$ cat src/rtl/sha256_pkg.sv
// Shared constants and types for the SHA-256 chip I/O sequencer.
package sha256_pkg;

    localparam int BLOCK_BYTES = 64;
    localparam int BLOCK_W     = 8 * BLOCK_BYTES;
    localparam int DIGEST_BITS = 256;
    localparam int OUT_W       = 4;
    localparam int BEATS       = DIGEST_BITS / OUT_W;
    localparam int CNT_W       = $clog2(BLOCK_BYTES);
    localparam int BEAT_W      = $clog2(BEATS);

    typedef logic [CNT_W-1:0]  byte_cnt_t;
    typedef logic [BEAT_W-1:0] beat_cnt_t;

    localparam byte_cnt_t LAST_BYTE = byte_cnt_t'(BLOCK_BYTES - 1);
    localparam beat_cnt_t LAST_BEAT = beat_cnt_t'(BEATS - 1);

    typedef enum logic [1:0] {
        LOAD,
        ISSUE,
        WAIT,
        OUT
    } state_t;

    // Bit offset of byte idx inside the block; byte 0 lands in the top byte.
    function automatic logic [CNT_W+2:0] byte_lsb(byte_cnt_t idx);
        return {LAST_BYTE - idx, 3'b000};
    endfunction

endpackage

$ cat src/rtl/sha256_io_ctrl_if.sv
// Chip-side byte interface and core-side command interface of the sequencer.
interface sha256_io_ctrl_if;
    import sha256_pkg::*;

    // chip side
    logic                   write_enable;
    logic [7:0]             data;
    logic                   first_block;
    logic                   last_block;
    logic                   busy;
    logic [OUT_W-1:0]       digest;
    logic                   output_valid;

    // compression core side
    logic                   core_init;
    logic                   core_next;
    logic [BLOCK_W-1:0]     core_block;
    logic                   core_ready;
    logic [DIGEST_BITS-1:0] core_digest;

    // host + core environment
    modport master (
        output write_enable, data, first_block, last_block, core_ready, core_digest,
        input  busy, digest, output_valid, core_init, core_next, core_block
    );

    // the sequencer
    modport slave (
        input  write_enable, data, first_block, last_block, core_ready, core_digest,
        output busy, digest, output_valid, core_init, core_next, core_block
    );

endinterface

$ cat src/rtl/sha256_digest_serializer.sv
// Loads the core hash state in parallel and shifts it out a nibble per cycle,
// most-significant nibble first, with a valid strobe for exactly BEATS cycles.
module sha256_digest_serializer
    import sha256_pkg::*;
(
    input  logic                   clk,
    input  logic                   reset,
    input  logic                   load,
    input  logic [DIGEST_BITS-1:0] din,
    output logic                   valid,
    output logic [OUT_W-1:0]       dout,
    output logic                   done
);

    logic [DIGEST_BITS-1:0] sr_q;
    beat_cnt_t              beat_q;
    logic                   vld_q;

    // shift register, beat counter and valid flag
    always_ff @(posedge clk or posedge reset) begin
        if (reset) begin
            sr_q   <= '0;
            beat_q <= '0;
            vld_q  <= 1'b0;
        end else if (load) begin
            sr_q   <= din;
            beat_q <= '0;
            vld_q  <= 1'b1;
        end else if (vld_q) begin
            sr_q   <= sr_q << OUT_W;
            beat_q <= beat_q + 1'b1;
            if (beat_q == LAST_BEAT)
                vld_q <= 1'b0;
        end
    end

    // gate the beat so the pins read zero whenever nothing is being streamed
    assign valid = vld_q;
    assign dout  = vld_q ? sr_q[DIGEST_BITS-1 -: OUT_W] : '0;
    assign done  = vld_q && (beat_q == LAST_BEAT);

endmodule

$ cat src/rtl/sha256_io_ctrl.sv
// Sequencer between the byte-wide chip interface and the SHA-256 core:
// packs bytes into a block, commands the core, waits for it, then streams
// the digest after the last block.
module sha256_io_ctrl
    import sha256_pkg::*;
(
    input  logic          clk,
    input  logic          reset,
    sha256_io_ctrl_if.slave io
);

    state_t             state_q, state_d;
    byte_cnt_t          byte_cnt_q;
    logic [BLOCK_W-1:0] block_q;
    logic               first_q;
    logic               last_q;
    logic               wait_armed_q;
    logic               accept;
    logic               ser_load;
    logic               ser_done;

    // bytes are only taken in LOAD; everything else reports busy
    assign accept = io.write_enable && (state_q == LOAD);

    // state register
    always_ff @(posedge clk or posedge reset) begin
        if (reset)
            state_q <= LOAD;
        else
            state_q <= state_d;
    end

    // next state, core command pulses, busy and digest load
    always_comb begin
        state_d      = state_q;
        io.busy      = 1'b1;
        io.core_init = 1'b0;
        io.core_next = 1'b0;
        ser_load     = 1'b0;
        unique case (state_q)
            LOAD: begin
                io.busy = 1'b0;
                if (accept && (byte_cnt_q == LAST_BYTE))
                    state_d = ISSUE;
            end
            ISSUE: begin
                if (io.core_ready) begin
                    io.core_init = first_q;
                    io.core_next = !first_q;
                    state_d      = WAIT;
                end
            end
            WAIT: begin
                // the core may still show ready for one cycle after a command
                if (wait_armed_q && io.core_ready) begin
                    if (last_q) begin
                        ser_load = 1'b1;
                        state_d  = OUT;
                    end else begin
                        state_d = LOAD;
                    end
                end
            end
            OUT: begin
                if (ser_done)
                    state_d = LOAD;
            end
            default: state_d = LOAD;
        endcase
    end

    // byte packing; flags are only taken from byte 0 of each block
    always_ff @(posedge clk or posedge reset) begin
        if (reset) begin
            byte_cnt_q <= '0;
            block_q    <= '0;
            first_q    <= 1'b0;
            last_q     <= 1'b0;
        end else if (accept) begin
            block_q[byte_lsb(byte_cnt_q) +: 8] <= io.data;
            if (byte_cnt_q == '0) begin
                first_q <= io.first_block;
                last_q  <= io.last_block;
            end
            byte_cnt_q <= (byte_cnt_q == LAST_BYTE) ? '0 : byte_cnt_q + 1'b1;
        end
    end

    // low only during the first WAIT cycle, which masks core_ready there
    always_ff @(posedge clk or posedge reset) begin
        if (reset)
            wait_armed_q <= 1'b0;
        else
            wait_armed_q <= (state_q == WAIT);
    end

    assign io.core_block = block_q;

    sha256_digest_serializer u_ser (
        .clk   (clk),
        .reset (reset),
        .load  (ser_load),
        .din   (io.core_digest),
        .valid (io.output_valid),
        .dout  (io.digest),
        .done  (ser_done)
    );

endmodule

$ cat src/flat_wrapper.sv
// flat-port wrapper written by rule: the top's interface ports become plain ports
module sha256_io_ctrl_flat import sha256_pkg::*;
  (clk, reset, io_write_enable, io_data, io_first_block, io_last_block, io_core_ready, io_core_digest, io_busy, io_digest, io_output_valid, io_core_init, io_core_next, io_core_block);
  sha256_io_ctrl_if io_i ();
  input  logic clk;
  input  logic reset;
  input wire logic [$bits(io_i.write_enable)-1:0] io_write_enable;
  input wire logic [$bits(io_i.data)-1:0] io_data;
  input wire logic [$bits(io_i.first_block)-1:0] io_first_block;
  input wire logic [$bits(io_i.last_block)-1:0] io_last_block;
  input wire logic [$bits(io_i.core_ready)-1:0] io_core_ready;
  input wire logic [$bits(io_i.core_digest)-1:0] io_core_digest;
  output wire logic [$bits(io_i.busy)-1:0] io_busy;
  output wire logic [$bits(io_i.digest)-1:0] io_digest;
  output wire logic [$bits(io_i.output_valid)-1:0] io_output_valid;
  output wire logic [$bits(io_i.core_init)-1:0] io_core_init;
  output wire logic [$bits(io_i.core_next)-1:0] io_core_next;
  output wire logic [$bits(io_i.core_block)-1:0] io_core_block;
  assign io_i.write_enable = io_write_enable;
  assign io_i.data = io_data;
  assign io_i.first_block = io_first_block;
  assign io_i.last_block = io_last_block;
  assign io_i.core_ready = io_core_ready;
  assign io_i.core_digest = io_core_digest;
  assign io_busy = io_i.busy;
  assign io_digest = io_i.digest;
  assign io_output_valid = io_i.output_valid;
  assign io_core_init = io_i.core_init;
  assign io_core_next = io_i.core_next;
  assign io_core_block = io_i.core_block;
  sha256_io_ctrl u_core (.clk(clk), .reset(reset), .io(io_i));
endmodule
$ cat config.mk
export PLATFORM = sky130hd
export DESIGN_NAME = sha256_io_ctrl_flat
export DESIGN_NICKNAME = d
export VERILOG_FILES = /design/src/rtl/sha256_pkg.sv /design/src/rtl/sha256_io_ctrl_if.sv /design/src/rtl/sha256_digest_serializer.sv /design/src/rtl/sha256_io_ctrl.sv /design/src/flat_wrapper.sv
export SDC_FILE = /design/constraint.sdc
export NUM_CORES = 1
export LEC_CHECK = 0
export CORE_AREA = 2 2 309 311
export DETAILED_ROUTE_END_ITERATION = 16
export DIE_AREA = 0 0 311 313
export PLACE_DENSITY = 0.66
export SLEW_MARGIN = 20
export SYNTH_ARGS = -nofsm -noshare
export SYNTH_HDL_FRONTEND = slang
export SYNTH_SLANG_ARGS = --single-unit
$ cat constraint.sdc
create_clock -name clk -period 34.5 [get_ports clk]
set_clock_uncertainty 0.05 [all_clocks]
set_input_delay 6.9 -clock clk [delete_from_list [all_inputs] [get_ports clk]]
set_output_delay 6.9 -clock clk [all_outputs]
set_load 0.005 [all_outputs]
==> results.txt, run 1 <==
The count of final max-slew check failures is 0. STA classifies the critical path endpoint as an output port. The count of non-filler cells in the finished layout is 4688. Summing over every cut layer, the via total after detailed routing is 23.64k. The routability congestion estimate came out at about 0.9. The share of synthesized area occupied by flip-flops and latches is 0.6003. The unique cell type count in the Yosys netlist came out at 64. The met3 capacity usage during global routing came out at 0.08012. The remaining design rule violation count came out at 0. The element type at the critical path start is a primary input. The number of storage elements in the synthesis netlist came out at slightly below 800. The dominant cell type by area after synthesis is sky130_fd_sc_hd__dfrtp_1.

Port buffering added 789 buffers. The flow ran to the end, and the final reports show no timing, DRC or antenna violations. The number of global-route vias before repair came to 24.45k. For the pin with the worst max-slew slack, the measured transition is between 1000 and 1500 ps. TritonCTS built the clock tree. The number of filler cells placed in the layout is 8599. The timing endpoint of the critical path is io_core_init. The clock period minus final worst setup slack is 15360 ps. In this run the worst hold path is classified as flip-flop to flip-flop. In this run the critical register-to-register path is launched from u_core.state_q[0]$_DFFE_PP0P_. Once layout is done, the placed cells without fillers occupy 44890 um^2. The met1 routing resource usage after global routing is 0.2891. Entering global routing, the biggest net connects between 150 and 200 pins.

The met2 routing resource usage after global routing is 0.3846. The highest-utilization routing layer at the global route stage is met2. The worst setup path is of the primary input to output port kind. After detailed routing, the average wire length per cell comes to 24.63 um. The fraction of registers with async set or reset after synthesis is 1.000.

The H-tree was split into 3 levels. After clock tree synthesis, the setup repair step added 0 buffers. Clock tree synthesis selected as its root buffer the cell sky130_fd_sc_hd__clkbuf_16.

The remaining max-slew budget at the tightest pin came out at 0.2945. The worst-case register-to-register setup slack came out at 29550 ps. The growth of design area from synthesis to finish came out at 37.00%. CTS saw roughly 790 sinks. The remaining antenna violation count after routing is 0. Yosys attributes the largest share of cell area to sky130_fd_sc_hd__dfrtp_1 60%, sky130_fd_sc_hd__mux2_2 15%, sky130_fd_sc_hd__mux2i_1 7.8%. In the global route stage, overall resource usage came out at 0.2337. The area of placed instances came out at between 40000 and 50000 um^2. The share of post-route cells with drive strength above 1 is 0.2012. The final layout net count came out at 3617. Counting tap cells, the placed design contains a total of 4516 instances. The most critical setup path has its startpoint at io_core_ready. The number of antenna violations at the first check in global routing is 11. The detailed router's first-iteration violation count came out at 1706.

The maximum net fanout on the critical path is 4. The peak supply drop is 0.00005779 V. For this block, the routed nets add up to 115.5 mm of wire. The HPWL reported at the end of detailed placement came out at 81.46 mm.

Row generation in the floorplan step produced between 100 and 150 rows. The primary flip-flop cell chosen by synthesis mapping is sky130_fd_sc_hd__dfrtp_1. For this run, the share of the core covered by cells in the final layout is 0.4767.

The total CTS buffers is 90. In this run the mean area of a mapped cell was 12.61 um^2. The power per unit of standard cell area is approximately 73 nW/um^2. The number of optimization iterations in the first detailed-route pass is 5. The clock network latency to the later pin of the worst-skew pair is approximately 670 ps. The count of hold buffers inserted by post-cts repair came out at 0. The synthesized design contains 0 enable-type register cells. The max-capacitance violation count is 0. In the final layout, flip-flops and latches occupy 19670 um^2. The cell count of the worst reg-to-reg path is 6. The achievable clock frequency is 65.12 MHz. The hold violation count in the final report was 0. The worst register-to-register path ends at u_core.u_ser.sr_q[112]$_DFFE_PP0P_. The CTS clock-pin slew for the worst setup and hold paths is roughly 60 ps.

The summed instance area of the synthesized netlist came out at around 33000 um^2. The final number of setup-violating endpoints is 0. The final global-route overflow total is 0. Setup repair after global routing left no endpoint under its margin.

The gate count of the mapped netlist is 2599. The buffer levels on the longest clock path came out at 3. The total area inside the core boundary comes to 94160 um^2.

The data arrival time at the worst-slack endpoint is 8410 ps. The final total negative setup slack came out at 0 ps. During I/O placement, the number of pins put on the boundary was 790. Yosys printed 0 warnings. The die boundary width came out at 311 um. The vertical extent of the die came out at 313 um. The synthesized net count came out at 2873. The first-pass GRT wire length came out at 170.2 mm. The total of cells resized after clock tree synthesis came out at 0. In this run the static leakage power is about 19 nW. The die covers a little under 100000 um^2. The post-route fraction of the period consumed by the critical path is 0.4451.

The footprint of the multi-input gates came out at 12430 um^2. The top cell type's share of synthesized area came out at 0.6003. The initial standard-cell utilization of the core is 0.3480. Using the TritonRoute via totals, the vias-per-cell ratio works out to 5.043. The data required time of the worst path is roughly 28000 ps.
-- per-stage QoR --
| stage | power (mW) | setup WS [ps] | hold WS (ps) |
|---|---|---|---|
| after floorplan | 1.860 | 5481 | 429.2 |
| after global placement | 2.299 | 19180 | 422.5 |
| after detailed placement | 2.317 | 19180 | 426.2 |
| after CTS | 3.303 | 19160 | 449.8 |
| after global routing | 3.451 | 19050 | 462.5 |
| final | 3.276 | 19140 | 445.8 |
-- synthesized netlist by cell type (3+ instances only) --
library cell and count:
sky130_fd_sc_hd__ha_1 4, sky130_fd_sc_hd__nor2b_1 4, sky130_fd_sc_hd__buf_2 22, sky130_fd_sc_hd__mux2_2 448, sky130_fd_sc_hd__nand4_1 7, sky130_fd_sc_hd__buf_1 7
sky130_fd_sc_hd__nand2b_1 3, sky130_fd_sc_hd__o41ai_1 5, sky130_fd_sc_hd__mux2i_1 254, sky130_fd_sc_hd__nor3b_1 3, sky130_fd_sc_hd__a31oi_1 3, sky130_fd_sc_hd__nand3_1 31
sky130_fd_sc_hd__nor2_4 9, sky130_fd_sc_hd__inv_1 8, sky130_fd_sc_hd__nor3_1 23, sky130_fd_sc_hd__nand3b_1 6, sky130_fd_sc_hd__nor3_2 9, sky130_fd_sc_hd__nor2_2 14
sky130_fd_sc_hd__nor2_1 63, sky130_fd_sc_hd__o21ai_1 3, sky130_fd_sc_hd__and3_1 3, sky130_fd_sc_hd__a21oi_1 3, sky130_fd_sc_hd__dfrtp_1 786, sky130_fd_sc_hd__xnor2_1 5
sky130_fd_sc_hd__o21ai_0 345, sky130_fd_sc_hd__and2_1 10, sky130_fd_sc_hd__o2bb2ai_1 8, sky130_fd_sc_hd__or3_1 8, sky130_fd_sc_hd__o31ai_1 23, sky130_fd_sc_hd__or2_2 4
sky130_fd_sc_hd__nand2_1 296, sky130_fd_sc_hd__clkbuf_1 137, sky130_fd_sc_hd__xor2_1 6
-- where the power goes --
group	switching, mW	total (mW)	internal (mW)
Sequential	0.179	1.36	1.18
Combinational	0.478	0.952	0.474
Clock	0.410	0.968	0.558
-- cells in the final DEF, fill, tap and decap left out, types with 19 or more instances in the layout --
master / instances
sky130_fd_sc_hd__dfrtp_1: 785
sky130_fd_sc_hd__clkdlybuf4s50_1: 783
sky130_fd_sc_hd__mux2_2: 448
sky130_fd_sc_hd__o21ai_0: 345
sky130_fd_sc_hd__nand2_1: 296
sky130_fd_sc_hd__mux2i_1: 254
sky130_fd_sc_hd__clkbuf_16: 91
sky130_fd_sc_hd__nor2_1: 62
sky130_fd_sc_hd__nand3_1: 31
sky130_fd_sc_hd__buf_4: 27
sky130_fd_sc_hd__o31ai_1: 23
sky130_fd_sc_hd__nor3_1: 23
sky130_fd_sc_hd__clkinv_2: 19
-- worst min path at each step --
stage | from | slack, ps | to | cells after the start
after CTS | u_core.io.core_block[475]$_DFFE_PP0P_ | 450 | u_core.io.core_block[475]$_DFFE_PP0P_ | 1
after detailed placement | u_core.io.core_block[474]$_DFFE_PP0P_ | 430 | u_core.io.core_block[474]$_DFFE_PP0P_ | 1
after global placement | u_core.io.core_block[476]$_DFFE_PP0P_ | 420 | u_core.io.core_block[476]$_DFFE_PP0P_ | 1
final | u_core.io.core_block[479]$_DFFE_PP0P_ | 450 | u_core.io.core_block[479]$_DFFE_PP0P_ | 1
after global routing | u_core.io.core_block[472]$_DFFE_PP0P_ | 460 | u_core.io.core_block[472]$_DFFE_PP0P_ | 1
after floorplan | u_core.u_ser.sr_q[0]$_DFFE_PP0P_ | 430 | u_core.u_ser.sr_q[0]$_DFFE_PP0P_ | 2
-- cell type report --
class                      count  share of cell area
sequential                   786              0.4382
multi-input combinational   1636              0.2770
clock buffer                 126             0.05767
inverter                       8           0.0008361
tap                         1265             0.03526
antenna                        9           0.0005017
clock inverter                37            0.008919
timing repair buffer         821              0.1816
-- worst max-delay path, stage by stage --
cell and delay, ps:
sky130_fd_sc_hd__clkdlybuf4s50_1 600, sky130_fd_sc_hd__nand2_1 120, sky130_fd_sc_hd__nor3b_1 250, sky130_fd_sc_hd__clkdlybuf4s50_1 540
-- state kept, by name, summed over array words and instances (netlist names) --
name / cells
u_core.byte_cnt_q: 6
u_core.state_q: 2
u_core.first_q: 1
u_core.io.core_block: 512
u_core.u_ser.beat_q: 6
u_core.u_ser.valid: 1
u_core.last_q: 1
u_core.wait_armed_q: 1
u_core.u_ser.sr_q: 256
-- logic make-up after synthesis --
family,Yosys count,synth area share
fa+ha+maj,4,0.001527
xor+xnor,13,0.004277
simple gates,504,0.07030
mux,703,0.2319
compound gates,412,0.07018
flops,786,0.6003
buf+inv,177,0.02157
-- routing by layer --
metal  up-vias  wire (um)
li1      10630          -
met1     12050      47330
met2       789      55260
met3       176       9270
met4         4       3573
met5         -         30
Power figures use the tool's default switching activity.
==> run 2: changes to the inputs <==
- clock period: 34.5 -> 15.34 ns (I/O delays scaled with it)
==> results.txt, run 2 (synthesis results as in run 1) <==
The filler cells instantiated in the layout total 8493. The count of input and output buffers is 789. The run finished with clean final reports. At the end of routability-driven placement, the weighted congestion stood at 0.8611. The final total negative setup slack is 0 ps.

STA classifies the critical path endpoint as an output port. The count of final max-slew check failures is 0. In this run the worst hold path is classified as flip-flop to flip-flop. TritonCTS built the clock tree. The clock drives 786 sinks. Setup repair after global routing left no endpoint under its margin. At the pin with the least slew margin, the transition time is 1109 ps.

In the routed design, unresolved DRC markers number 0. The post-route fraction of the period consumed by the critical path is 0.5018. The detailed router's first-iteration violation count is 1494. The final layout contains routed wiring with a total length of around 110 mm. In this run the count of I/O pins placed on the die edge is 790. In the final routed layout, each cell accounts on average for 24.41 um.

The remaining max-slew budget at the tightest pin came out at 0.2609. Clock tree synthesis selected as its root buffer the cell sky130_fd_sc_hd__clkbuf_16. The largest net degree at the start of global routing is 188. The initial utilization of the core area, before any placement, comes to 0.3480. The worst register-to-register path begins at u_core.byte_cnt_q[0]$_DFFE_PP0P_.

In this run the deepest clock path goes through 3 buffers. The data arrival time at the worst-slack endpoint is 4580 ps. The total CTS buffers came out at 90. The number of antenna violations at the first check in global routing is 18. The die covers 97340 um^2. The first-pass GRT wire length came out at 169.3 mm. The area of the core is 94160 um^2. The vertical extent of the die is around 310 um. The routed layout has between 20k and 25k vias. The leakage power total came out at about 19 nW.

IR analysis of the VDD net gives a maximum drop of 0.0001102 V. Subtracting the final worst setup slack from the clock period gives slightly below 8000 ps. The number of H-tree levels is 3. The count of hold buffers inserted by post-cts repair came out at 0. From synthesis to final layout, the design area changed by 37.84%. The HPWL reported at the end of detailed placement came out at 81.21 mm. The power per unit of standard cell area came out at 165.8 nW/um^2. In the global route stage, overall resource usage came out at 0.2330. The launch point of the worst path is io_core_ready.

The die boundary width is 311 um. The share of post-route cells with drive strength above 1 is 0.2027. The worst hold path begins at u_core.io.core_block[478]$_DFFE_PP0P_. At the later pin of the worst-skew pair, clock insertion delay measures approximately 670 ps. The max-capacitance violation count is 0. STA classifies the critical path startpoint as a primary input. The library cell used most frequently in the layout, excluding fill and tap cells, is sky130_fd_sc_hd__dfrtp_1. The final number of setup-violating endpoints came out at 0. The remaining antenna violation count after routing is 0.

The category of the most critical setup path is primary input to output port. The total of cells resized after clock tree synthesis came out at 0. The number of global-route vias before repair came to 24.62k. The via-per-instance ratio is approximately 5. The achievable clock frequency came out at 129.9 MHz. The maximum net fanout on the critical path came out at 4.

The library cells used most frequently in the layout, excluding fill and tap cells, are 785 x sky130_fd_sc_hd__dfrtp_1, 782 x sky130_fd_sc_hd__clkdlybuf4s50_1, 448 x sky130_fd_sc_hd__mux2_2, 345 x sky130_fd_sc_hd__o21ai_0, 296 x sky130_fd_sc_hd__nand2_1. The count of buffers added by post-CTS timing repair for setup is 0. The data required time of the worst path is about 12000 ps. The floorplan has around 110 rows. The number of optimization iterations in the first detailed-route pass is 5.

The hold violation count in the final report is 0. The final layout net count came out at 3616. Once layout is complete, the utilization of the core stands at 0.4797. The final global-route overflow total is 0. The number of flip-flops in the largest register is between 500 and 600. The CTS clock-pin slew for the worst setup and hold paths came out at 50 ps.
-- run 2: critical path: stages --
cell and delay [ps]:
sky130_fd_sc_hd__clkdlybuf4s50_1 620, sky130_fd_sc_hd__nand2_1 110, sky130_fd_sc_hd__nor3b_1 230, sky130_fd_sc_hd__clkdlybuf4s50_1 550
-- run 2: stage by stage --
| step | power [mW] | setup slack (ps) | cell area, um^2 | hold slack (ps) | std cells |
|---|---|---|---|---|---|
| finish | 7.489 | 7643 | 45170 | 438.1 | 4695 |
| global route | 7.884 | 7517 | 45140 | 455.6 | 4686 |
| CTS | 7.555 | 7625 | 45060 | 441.3 | 4677 |
| detailed placement | 5.206 | 7635 | 41850 | 425.4 | 4513 |
| global placement | 5.165 | 7659 | 41850 | 419.7 | 4513 |
| floorplan | 4.185 | 1437 | 32770 | 429.2 | 2599 |
-- run 2: per-layer routing --
layer  GRT usage  vias up  routed length, um
li1            -    10650                  -
met1      0.2870    11910              46110
met2      0.3765      784              54450
met3     0.07960      191               9653
met4     0.09256        4               4346
met5           0        -                 27
-- run 2: final cells by class --
cell class	instances	area, um^2	area share
Antenna cell	16	40.04	0.0008865
Clock buffer	126	2630	0.05823
Clock inverter	38	580.6	0.01285
Inverter	8	33.78	0.0007480
Multi-Input combinational cell	1636	12450	0.2756
Sequential cell	786	19670	0.4356
Tap cell	1265	1583	0.03504
Timing Repair Buffer	820	8180	0.1811
-- run 2: path summary, 6_finish.rpt --
check,end,slack (ps),cells past startpoint
min,u_core.io.core_block[478]$_DFFE_PP0P_,440,1
max reg2reg,u_core.io.core_block[304]$_DFFE_PP0P_,11240,6
min in group asynchronous,u_core.io.core_block[160]$_DFFE_PP0P_,2780,2
max in group asynchronous,u_core.u_ser.sr_q[35]$_DFFE_PP0P_,9510,5
max,io_core_init,7640,4
min reg2reg,u_core.io.core_block[478]$_DFFE_PP0P_,440,1
-- run 2: where the power goes --
| part | internal [mW] | switching [mW] | leakage, nW |
|---|---|---|---|
| Combinational | 1.06 | 1.08 | 7.42 |
| Clock | 1.40 | 0.905 | 1.58 |
| Sequential | 2.65 | 0.388 | 9.92 |
| Total | 5.11 | 2.38 | 18.9 |
